### src/rtl/switch_chain_sequencer.sv
// Select-line sequencer for a chained switch/mixer/heater/filter fluidic network:
// primes a source valve, steps each stage for its dwell time, then drains through the merge switch.
module switch_chain_sequencer #(
    parameter int NUM_CH       = 2,
    parameter int NUM_STAGES   = 5,
    parameter int DWELL_W      = 16,
    parameter int PRIME_CYCLES = 4,
    parameter int DRAIN_CYCLES = 8,
    parameter int CH_W         = (NUM_CH > 2) ? $clog2(NUM_CH) : 1,
    parameter int ST_W         = (NUM_STAGES > 2) ? $clog2(NUM_STAGES) : 1
) (
    input  logic                    clk,
    input  logic                    rst_n,
    input  logic                    cfg_we,
    input  logic [ST_W-1:0]         cfg_stage,
    input  logic [DWELL_W-1:0]      cfg_dwell,
    output logic                    cfg_err,
    input  logic                    req_valid,
    output logic                    req_ready,
    input  logic [CH_W-1:0]         req_ch,
    input  logic [2*NUM_STAGES-1:0] req_recipe,
    input  logic                    abort,
    output logic [NUM_CH-1:0]       valve_src,
    output logic [2*NUM_STAGES-1:0] stage_sel,
    output logic [CH_W-1:0]         merge_sel,
    output logic                    merge_en,
    output logic                    busy,
    output logic [ST_W-1:0]         cur_stage,
    output logic                    done,
    output logic                    rej
);

    localparam int PD_MAX = (PRIME_CYCLES > DRAIN_CYCLES) ? PRIME_CYCLES : DRAIN_CYCLES;
    localparam int PD_W   = $clog2(PD_MAX + 1);
    localparam int CNT_W  = (DWELL_W > PD_W) ? DWELL_W : PD_W;

    typedef enum logic [2:0] {S_IDLE, S_PRIME, S_STAGE, S_DRAIN, S_DONE} state_t;

    state_t                  r_state;
    logic [CNT_W-1:0]        r_cnt;
    logic [ST_W-1:0]         r_stage;
    logic [CH_W-1:0]         r_ch;
    logic [2*NUM_STAGES-1:0] r_recipe;
    logic [DWELL_W-1:0]      r_dwell [NUM_STAGES];

    logic                    r_cfg_err;
    logic                    r_req_ready;
    logic [NUM_CH-1:0]       r_valve_src;
    logic [2*NUM_STAGES-1:0] r_stage_sel;
    logic [CH_W-1:0]         r_merge_sel;
    logic                    r_merge_en;
    logic                    r_busy;
    logic [ST_W-1:0]         r_cur_stage;
    logic                    r_done;
    logic                    r_rej;

    logic [NUM_STAGES-1:0]   w_field_bad;
    logic [CNT_W-1:0]        w_len [NUM_STAGES];
    logic [31:0]             w_ch_ext;
    logic [31:0]             w_cfg_ext;
    logic                    w_req_bad;
    logic                    w_cfg_ok;
    logic [ST_W-1:0]         w_next_stage;
    logic                    w_last_stage;
    logic                    w_enter_drain;

    function automatic logic [NUM_CH-1:0] onehot(input logic [CH_W-1:0] c);
        return NUM_CH'(1) << c;
    endfunction

    function automatic logic [2*NUM_STAGES-1:0] sel_for(input logic [ST_W-1:0] k,
                                                        input logic [2*NUM_STAGES-1:0] rec);
        logic [2*NUM_STAGES-1:0] s;
        s = '0;
        for (int i = 0; i < NUM_STAGES; i++)
            if (k == ST_W'(i)) s[2*i +: 2] = rec[2*i +: 2];
        return s;
    endfunction

    // Per-stage hold length: bypass is one cycle, a zero dwell counts as one.
    for (genvar gi = 0; gi < NUM_STAGES; gi++) begin : g_stage
        assign w_field_bad[gi] = (req_recipe[2*gi +: 2] == 2'd3);
        assign w_len[gi] = (r_recipe[2*gi +: 2] == 2'd0 || r_dwell[gi] == '0)
                           ? CNT_W'(1) : CNT_W'(r_dwell[gi]);
    end

    assign w_ch_ext      = 32'(req_ch);
    assign w_cfg_ext     = 32'(cfg_stage);
    assign w_req_bad     = (|w_field_bad) || (w_ch_ext >= 32'(NUM_CH));
    assign w_cfg_ok      = (r_state == S_IDLE) && (w_cfg_ext < 32'(NUM_STAGES));
    assign w_next_stage  = r_stage + ST_W'(1);
    assign w_last_stage  = (r_stage == ST_W'(NUM_STAGES - 1));
    assign w_enter_drain = (abort && (r_state == S_PRIME || r_state == S_STAGE)) ||
                           (r_state == S_STAGE && r_cnt == CNT_W'(1) && w_last_stage);

    always_ff @(posedge clk or negedge rst_n) begin
        if (!rst_n) begin
            for (int i = 0; i < NUM_STAGES; i++) r_dwell[i] <= DWELL_W'(1);
            r_cfg_err <= 1'b0;
        end else begin
            r_cfg_err <= cfg_we && !w_cfg_ok;
            if (cfg_we && w_cfg_ok)
                for (int i = 0; i < NUM_STAGES; i++)
                    if (cfg_stage == ST_W'(i)) r_dwell[i] <= cfg_dwell;
        end
    end

    always_ff @(posedge clk or negedge rst_n) begin
        if (!rst_n) begin
            r_state     <= S_IDLE;
            r_cnt       <= '0;
            r_stage     <= '0;
            r_ch        <= '0;
            r_recipe    <= '0;
            r_req_ready <= 1'b1;
            r_valve_src <= '0;
            r_stage_sel <= '0;
            r_merge_sel <= '0;
            r_merge_en  <= 1'b0;
            r_busy      <= 1'b0;
            r_cur_stage <= '0;
            r_done      <= 1'b0;
            r_rej       <= 1'b0;
        end else begin
            r_done <= 1'b0;
            r_rej  <= 1'b0;
            if (w_enter_drain) begin
                r_state     <= S_DRAIN;
                r_cnt       <= CNT_W'(DRAIN_CYCLES);
                r_stage_sel <= '0;
                r_cur_stage <= '0;
                r_merge_en  <= 1'b1;
                r_merge_sel <= r_ch;
            end else begin
                case (r_state)
                    S_IDLE: begin
                        r_req_ready <= 1'b1;
                        if (req_valid && r_req_ready) begin
                            r_ch        <= req_ch;
                            r_recipe    <= req_recipe;
                            r_req_ready <= 1'b0;
                            if (w_req_bad) begin
                                r_rej <= 1'b1;
                            end else begin
                                r_state     <= S_PRIME;
                                r_cnt       <= CNT_W'(PRIME_CYCLES);
                                r_busy      <= 1'b1;
                                r_valve_src <= onehot(req_ch);
                            end
                        end
                    end
                    S_PRIME: begin
                        if (r_cnt == CNT_W'(1)) begin
                            r_state     <= S_STAGE;
                            r_stage     <= '0;
                            r_cnt       <= w_len[0];
                            r_stage_sel <= sel_for('0, r_recipe);
                            r_cur_stage <= '0;
                        end else begin
                            r_cnt <= r_cnt - CNT_W'(1);
                        end
                    end
                    S_STAGE: begin
                        if (r_cnt == CNT_W'(1)) begin
                            r_stage     <= w_next_stage;
                            r_cnt       <= w_len[w_next_stage];
                            r_stage_sel <= sel_for(w_next_stage, r_recipe);
                            r_cur_stage <= w_next_stage;
                        end else begin
                            r_cnt <= r_cnt - CNT_W'(1);
                        end
                    end
                    S_DRAIN: begin
                        if (r_cnt == CNT_W'(1)) begin
                            r_state     <= S_DONE;
                            r_done      <= 1'b1;
                            r_valve_src <= '0;
                            r_merge_en  <= 1'b0;
                            r_merge_sel <= '0;
                        end else begin
                            r_cnt <= r_cnt - CNT_W'(1);
                        end
                    end
                    S_DONE: begin
                        r_state     <= S_IDLE;
                        r_busy      <= 1'b0;
                        r_req_ready <= 1'b1;
                    end
                    default: r_state <= S_IDLE;
                endcase
            end
        end
    end

    assign cfg_err   = r_cfg_err;
    assign req_ready = r_req_ready;
    assign valve_src = r_valve_src;
    assign stage_sel = r_stage_sel;
    assign merge_sel = r_merge_sel;
    assign merge_en  = r_merge_en;
    assign busy      = r_busy;
    assign cur_stage = r_cur_stage;
    assign done      = r_done;
    assign rej       = r_rej;

endmodule

### config.mk
export PLATFORM = sky130hd
export DESIGN_NAME = switch_chain_sequencer
export DESIGN_NICKNAME = d
export VERILOG_FILES = /design/src/rtl/switch_chain_sequencer.sv
export SDC_FILE = /design/constraint.sdc
export NUM_CORES = 1
export LEC_CHECK = 0
export ABC_AREA = 0
export CAP_MARGIN = 20
export CORE_MARGIN = 4
export CORE_UTILIZATION = 55
export CTS_BUF_LIST = sky130_fd_sc_hd__clkbuf_8
export CTS_CLUSTER_DIAMETER = 120
export DETAILED_ROUTE_END_ITERATION = 7
export HOLD_SLACK_MARGIN = 0.02
export PLACE_DENSITY = 0.79
export SYNTH_ARGS = -nofsm -noshare
export SYNTH_HDL_FRONTEND = slang
export SYNTH_SLANG_ARGS = --single-unit
### constraint.sdc
create_clock -name clk -period 2.5 [get_ports clk]
set_clock_uncertainty 0.15 [all_clocks]
set_input_delay 0.75 -clock clk [delete_from_list [all_inputs] [get_ports clk]]
set_output_delay 0.75 -clock clk [all_outputs]
set_load 0.02 [all_outputs]
# [Yosys cells after proc, flatten, opt, wreduce, memory -nomap -nowiden]
# Index checks and enable logic that the tools add are counted.
[op_classes] n_lt_le_gt_ge=3 shift=1 add_sub_neg=2 n_reduce_logical=51 eq_ne=31 mux=54 bitwise=2
[ops] operator="16-bit 2-to-1 mux" n=13
[ops] operator="16-bit logical NOT" n=5
[ops] operator="16-bit one-hot mux with 4 select lines" n=1
[ops] operator="16-bit binary-select mux with 3-bit select" n=1
[ops] operator="10-bit 2-to-1 mux" n=3
[ops] operator="3-bit 2-to-1 mux" n=8
[ops] operator="10-bit one-hot mux with 2 select lines" n=1
[ops] operator="3-bit by 2-bit == test with 1-bit output (second input constant)" n=6
[ops] operator="16-bit by 1-bit == test with 1-bit output (second input constant)" n=1
[ops] operator="2-bit 2-to-1 mux" n=8
[ops] operator="16-bit by 1-bit subtractor with 16-bit output (second input constant)" n=1
[ops] operator="1-bit 2-to-1 mux" n=14
[ops] operator="2-bit AND reduction" n=7
[ops] operator="3-bit == test (second input constant)" n=4
[ops] operator="3-bit one-hot mux with 4 select lines" n=1
[ops] operator="4-bit AND reduction" n=3
[ops] operator="2-bit == test (second input constant)" n=5
[ops] operator="2-bit logical NOT" n=5
[ops] operator="5-bit AND reduction" n=2
[ops] operator="2-bit nonzero test" n=5
[ops] operator="3-bit by 1-bit == test with 1-bit output (second input constant)" n=3
[ops] operator="3-bit logical NOT" n=3
[ops] operator="3-bit by 2-bit != test with 1-bit output (second input constant)" n=3
[ops] operator="3-bit != test (second input constant)" n=3
[ops] operator="19 further kinds" n=38
[totals] reg_bits=135 word_cells=164

# [Longest topological paths before layout]
[logic_depth] word_depth=9 depth_mapped=10

# [Worst setup path before layout]
# Ideal clock, no wire load.
[synth_path] path_kind="reg-to-reg" start="register r_stage[0]" end="register r_cnt[10]" required_ns=2.228 path_slack_ns=0.146 stages_incl_launch_ff=10 t_arrival_ns=2.082 synth_period_minus_slack_ns=2.354 path_cell_list="dfrtp_1 -> inv_1 -> ha_1 -> nand2b_1 -> nor3_2 -> and3_1 -> buf_2 -> a221oi_1 -> o221ai_1 -> a32o_1"
[synth_via] elab_chain_cells=8
[synth_rtl] item="start, declared" line_no="41" source="logic [ST_W-1:0] r_stage;"
[synth_rtl] item="start signal, assigned" line_no="165" source="r_stage <= w_next_stage;"
[synth_rtl] item="3-bit by 1-bit adder with 3-bit output" line_no="91" source="assign w_next_stage = r_stage + ST_W'(1);"
[synth_rtl] item="3-bit inverter with 4-bit output (not written as such)" line_no="166" source="r_cnt <= w_len[w_next_stage];"
[synth_rtl] item="16-bit binary-select mux with 3-bit select" line_no="166"
[synth_rtl] item="16-bit 2-to-1 mux (not written as such) (2 in a row)" line_no="166"
[synth_rtl] item="16-bit 2-to-1 mux" line_no="164" source="if (r_cnt == CNT_W'(1)) begin"
[synth_rtl] item="16-bit one-hot mux with 4 select lines" line_no="135" source="case (r_state)"
[synth_rtl] item="16-bit 2-to-1 mux" line_no="127" source="if (w_enter_drain) begin"
[synth_rtl] item="end signal, assigned" line_no="129" source="r_cnt <= CNT_W'(DRAIN_CYCLES);"
[synth_rtl] item="end signal, assigned" line_no="166"
[synth_rtl] item="end signal, assigned" line_no="170" source="r_cnt <= r_cnt - CNT_W'(1);"
[synth_rtl] item="end, declared" line_no="40" source="logic [CNT_W-1:0] r_cnt;"
# Several ways; a longest one is shown, not always the timed one. The select of a mux whose other input is x is not followed.
# A chain may end at the register's enable or synchronous reset.

# [Worst setup path after layout]
[layout_path] start="register r_dwell[72] (netlist bit)" end="register r_cnt[15]"
[layout_via] elab_chain_cells=9
[layout_rtl] item="start, declared" line_no="44" source="logic [DWELL_W-1:0] r_dwell [NUM_STAGES];"
[layout_rtl] item="start signal, assigned by index" line_no="104" source="if (cfg_stage == ST_W'(i)) r_dwell[i] <= cfg_dwell;"
[layout_rtl] item="16-bit logical NOT *" line_no="83" source="assign w_len[gi] = (r_recipe[2*gi +: 2] == 2'd0 || r_dwell[gi] == '0)"
[layout_rtl] item="1-bit logical OR *" line_no="83"
[layout_rtl] item="16-bit 2-to-1 mux *" line_no="84" source="? CNT_W'(1) : CNT_W'(r_dwell[gi]);"
[layout_rtl] item="16-bit binary-select mux with 3-bit select" line_no="166"
[layout_rtl] item="16-bit 2-to-1 mux (not written as such) (2 in a row)" line_no="166"
[layout_rtl] item="16-bit 2-to-1 mux" line_no="164"
[layout_rtl] item="16-bit one-hot mux with 4 select lines *" line_no="135"
[layout_rtl] item="16-bit 2-to-1 mux *" line_no="127"
# Every way passes the cells marked *; elsewhere a longest branch is shown, timed or not. The select of a mux whose other input is x is not followed.

==> flow_metrics.tcl <==
set metrics [dict create \
    hold_viol_final 0 \
    die_h_um 121 \
    final_common_cell "dfrtp_1" \
    wl_per_cell_um 22.3 \
    crit_buf_inv 0 \
    finalCritPeriodShare 0.991 \
    async_flop_share 1.00 \
    setup_viol 0 \
    start_util 0.560 \
    critPathLaunchType "register" \
    endpoint_kind "register" \
    vias 6254 \
    ant_nets 0 \
    viasPerCell 6.58 \
    r2r_slack_ns 0.02 \
    grt_pass1_wl_um 34000 \
    antennaDiodeCount 0 \
    grt_pass1_vias 6288 \
    row_count 41 \
    fin_tns_setup_ns 0 \
    mostFrequentLayoutCells "dfrtp_1, mux2_2, buf_4" \
    clkTransAtPathRegs_ns 0.08 \
    area_growth_syn_to_layout_pct 29.9 \
    fmax_ghz 0.403 \
    cts_inserted_buffers 17 \
    fin_crit_ns 2.48 \
    netlist_area_mm2 0.00707 \
    crit_path_frequent_cell "a221o_1" \
    slew_violations 0 \
    path_class "reg -> reg" \
    outcome "completed" \
    path_delay_family "compound AO/OA/AOI/OAI gates" \
    fillers 862 \
    synth-seq-cells 135 \
    fin_cells 951 \
    avgSynthCellArea_um2 11.1 \
    critPathMaxStageDelay_ns 0.40 \
    maxSlewHeadroom 0.631 \
    ys_top_cells_by_area "dfrtp_1, mux2_2, a221oi_1" \
    synthFlopType "dfrtp_1" \
    worstMarginPinSlew_ns 0.553 \
    die_width_um 121 \
    drive_above_1_share 0.347 \
    synth_top_cell_by_area "dfrtp_1" \
    ir_drop_uv 604 \
    p_per_area_mw_per_mm2 1140 \
    h-tree-depth 4 \
    cts_root_buffer "clkbuf_8" \
    clock_latency_ns 0.45 \
    max_cap_viol_count 0 \
    drc 0 \
    place.gp.congestion 0.938 \
    crit_arrival_ns 2.67 \
    grt_use_total 0.298 \
    grt_start_max_net_pins 38 \
    synth.distinct_cells 75 \
    overflow 0 \
    hp-class "in -> async" \
    r2r-end "r_cnt[15]" \
    r2r-start "r_dwell[72]" \
    required_ns 2.69 \
    pin_count 57 \
    path_max_fanout 5 \
    ys.warnings.count 0 \
    dp_hpwl_um 15400 \
    cpMaxStageDelayCell "dfrtp_1" \
    cts_sinks 135 \
    dieArea_mm2 0.0147 \
    crit_chain "nor4_2, nand4_1, and2_4, a221o_1, a221o_1, o211a_1" \
    ys_seq_area_frac 0.479 \
    synth_edf_count 0 \
    syn-num-nets 677 \
    cts.path.max_buffers 2 \
    drt_iter0_markers 727 \
    fp.coreArea_mm2 0.0126 \
    rr_worst_depth 6 \
    cts_tree "built" \
    dpl.cell_count 916 \
    portBuffers 56 \
    antenna_found_initial 0 \
    yosysTopAreaCellShare 0.457 \
    firstDrtPassIters 5 \
    wirelength_um 21200 \
    synthCells 634 \
    leakage_nw 4.22 \
    finalPower_w 0.0105 \
    nets 809 \
]
-- layer usage --
metal  track usage  part of all wire  vias up
met2         0.479              0.48      324
met3        0.0723             0.082       54
met5             0                 0        -
li1              -                 -     2725
met1         0.402              0.41     3151
met4        0.0931             0.026        0
-- metrics by stage --
stage | worst slack [ns] | hold slack [ns] | util | cell area (um2)
3_5_place_dp | -0.577 | 0.315 | 0.671 | 8470
2_1_floorplan | 0.146 | 0.304 | - | 7070
3_3_place_gp | -0.526 | 0.314 | 0.671 | 8470
5_1_grt | -0.0580 | 0.153 | 0.727 | 9180
6_report | 0.0217 | 0.129 | 0.727 | 9180
4_1_cts | 0.0147 | 0.129 | 0.713 | 9000
-- synth_stat cells (8+ instances only) --
cell,count
nor2_1,30
nand2_1,36
o21ai_0,17
ha_1,8
nor4_1,25
inv_1,12
a21oi_1,20
a32o_1,10
mux2_2,90
xor2_1,8
dfrtp_1,129
clkbuf_1,25
nand3_1,21
nand4_1,10
nor3_1,9
a221oi_1,20
a211oi_1,8
-- cell families after synthesis --
family	Yosys count	share of synthesized area
AND/OR/NAND/NOR	173	0.135
AO/OA/AOI/OAI	159	0.174
flip-flops	135	0.479
multiplexers	93	0.148
buffers and inverters	51	0.0315
XOR/XNOR	15	0.0186
adder cells (fa/ha/maj)	8	0.0142
-- where the power goes --
part           switching, W  total [W]  internal [W]
registers          0.000500    0.00318       0.00268
logic               0.00276    0.00507       0.00231
clock network      0.000919    0.00225       0.00133
-- sequential cells by signal (all words and copies together) (netlist names) --
| name | cells |
|---|---|
| busy | 1 |
| cfg_err | 1 |
| cur_stage | 3 |
| done | 1 |
| merge_en | 1 |
| merge_sel | 1 |
| r_ch | 1 |
| r_cnt | 16 |
| r_dwell | 80 |
| r_recipe | 10 |
| r_stage | 3 |
| r_state | 3 |
| rej | 1 |
| req_ready | 1 |
| stage_sel | 10 |
| valve_src | 2 |
-- what timing repair did --
| item | CTS | global route |
|---|---|---|
| setup buffers | 1 | 2 |
| hold buffers | 0 | 0 |
| pin swaps | 5 | 5 |
| endpoints found under the setup margin | 12 | 30 |
| gates resized for setup | 17 | 29 |
-- worst max path at each step --
stage,startpoint,depth (start not counted),to,slack [ns]
4_1_cts,r_cnt[0],9,stage_sel[7],0.01
3_3_place_gp,req_recipe[2],7,r_cnt[4],-0.53
6_report,r_dwell[72],6,r_cnt[15],0.02
3_5_place_dp,req_recipe[2],9,r_cnt[2],-0.58
2_1_floorplan,r_stage[0],9,r_cnt[10],0.15
5_1_grt,r_dwell[33],7,r_cnt[10],-0.06
-- cell type report --
class,instances,area [um2],share of cell area
repair buffers,151,1390,0.152
clock inverters,14,244,0.0266
flip-flops and latches,135,3390,0.369
multi-input cells,448,3640,0.397
inverters,13,48.8,0.00532
clock buffers,18,248,0.0270
well taps,172,215,0.0234
(Power assumes the default switching activity.)
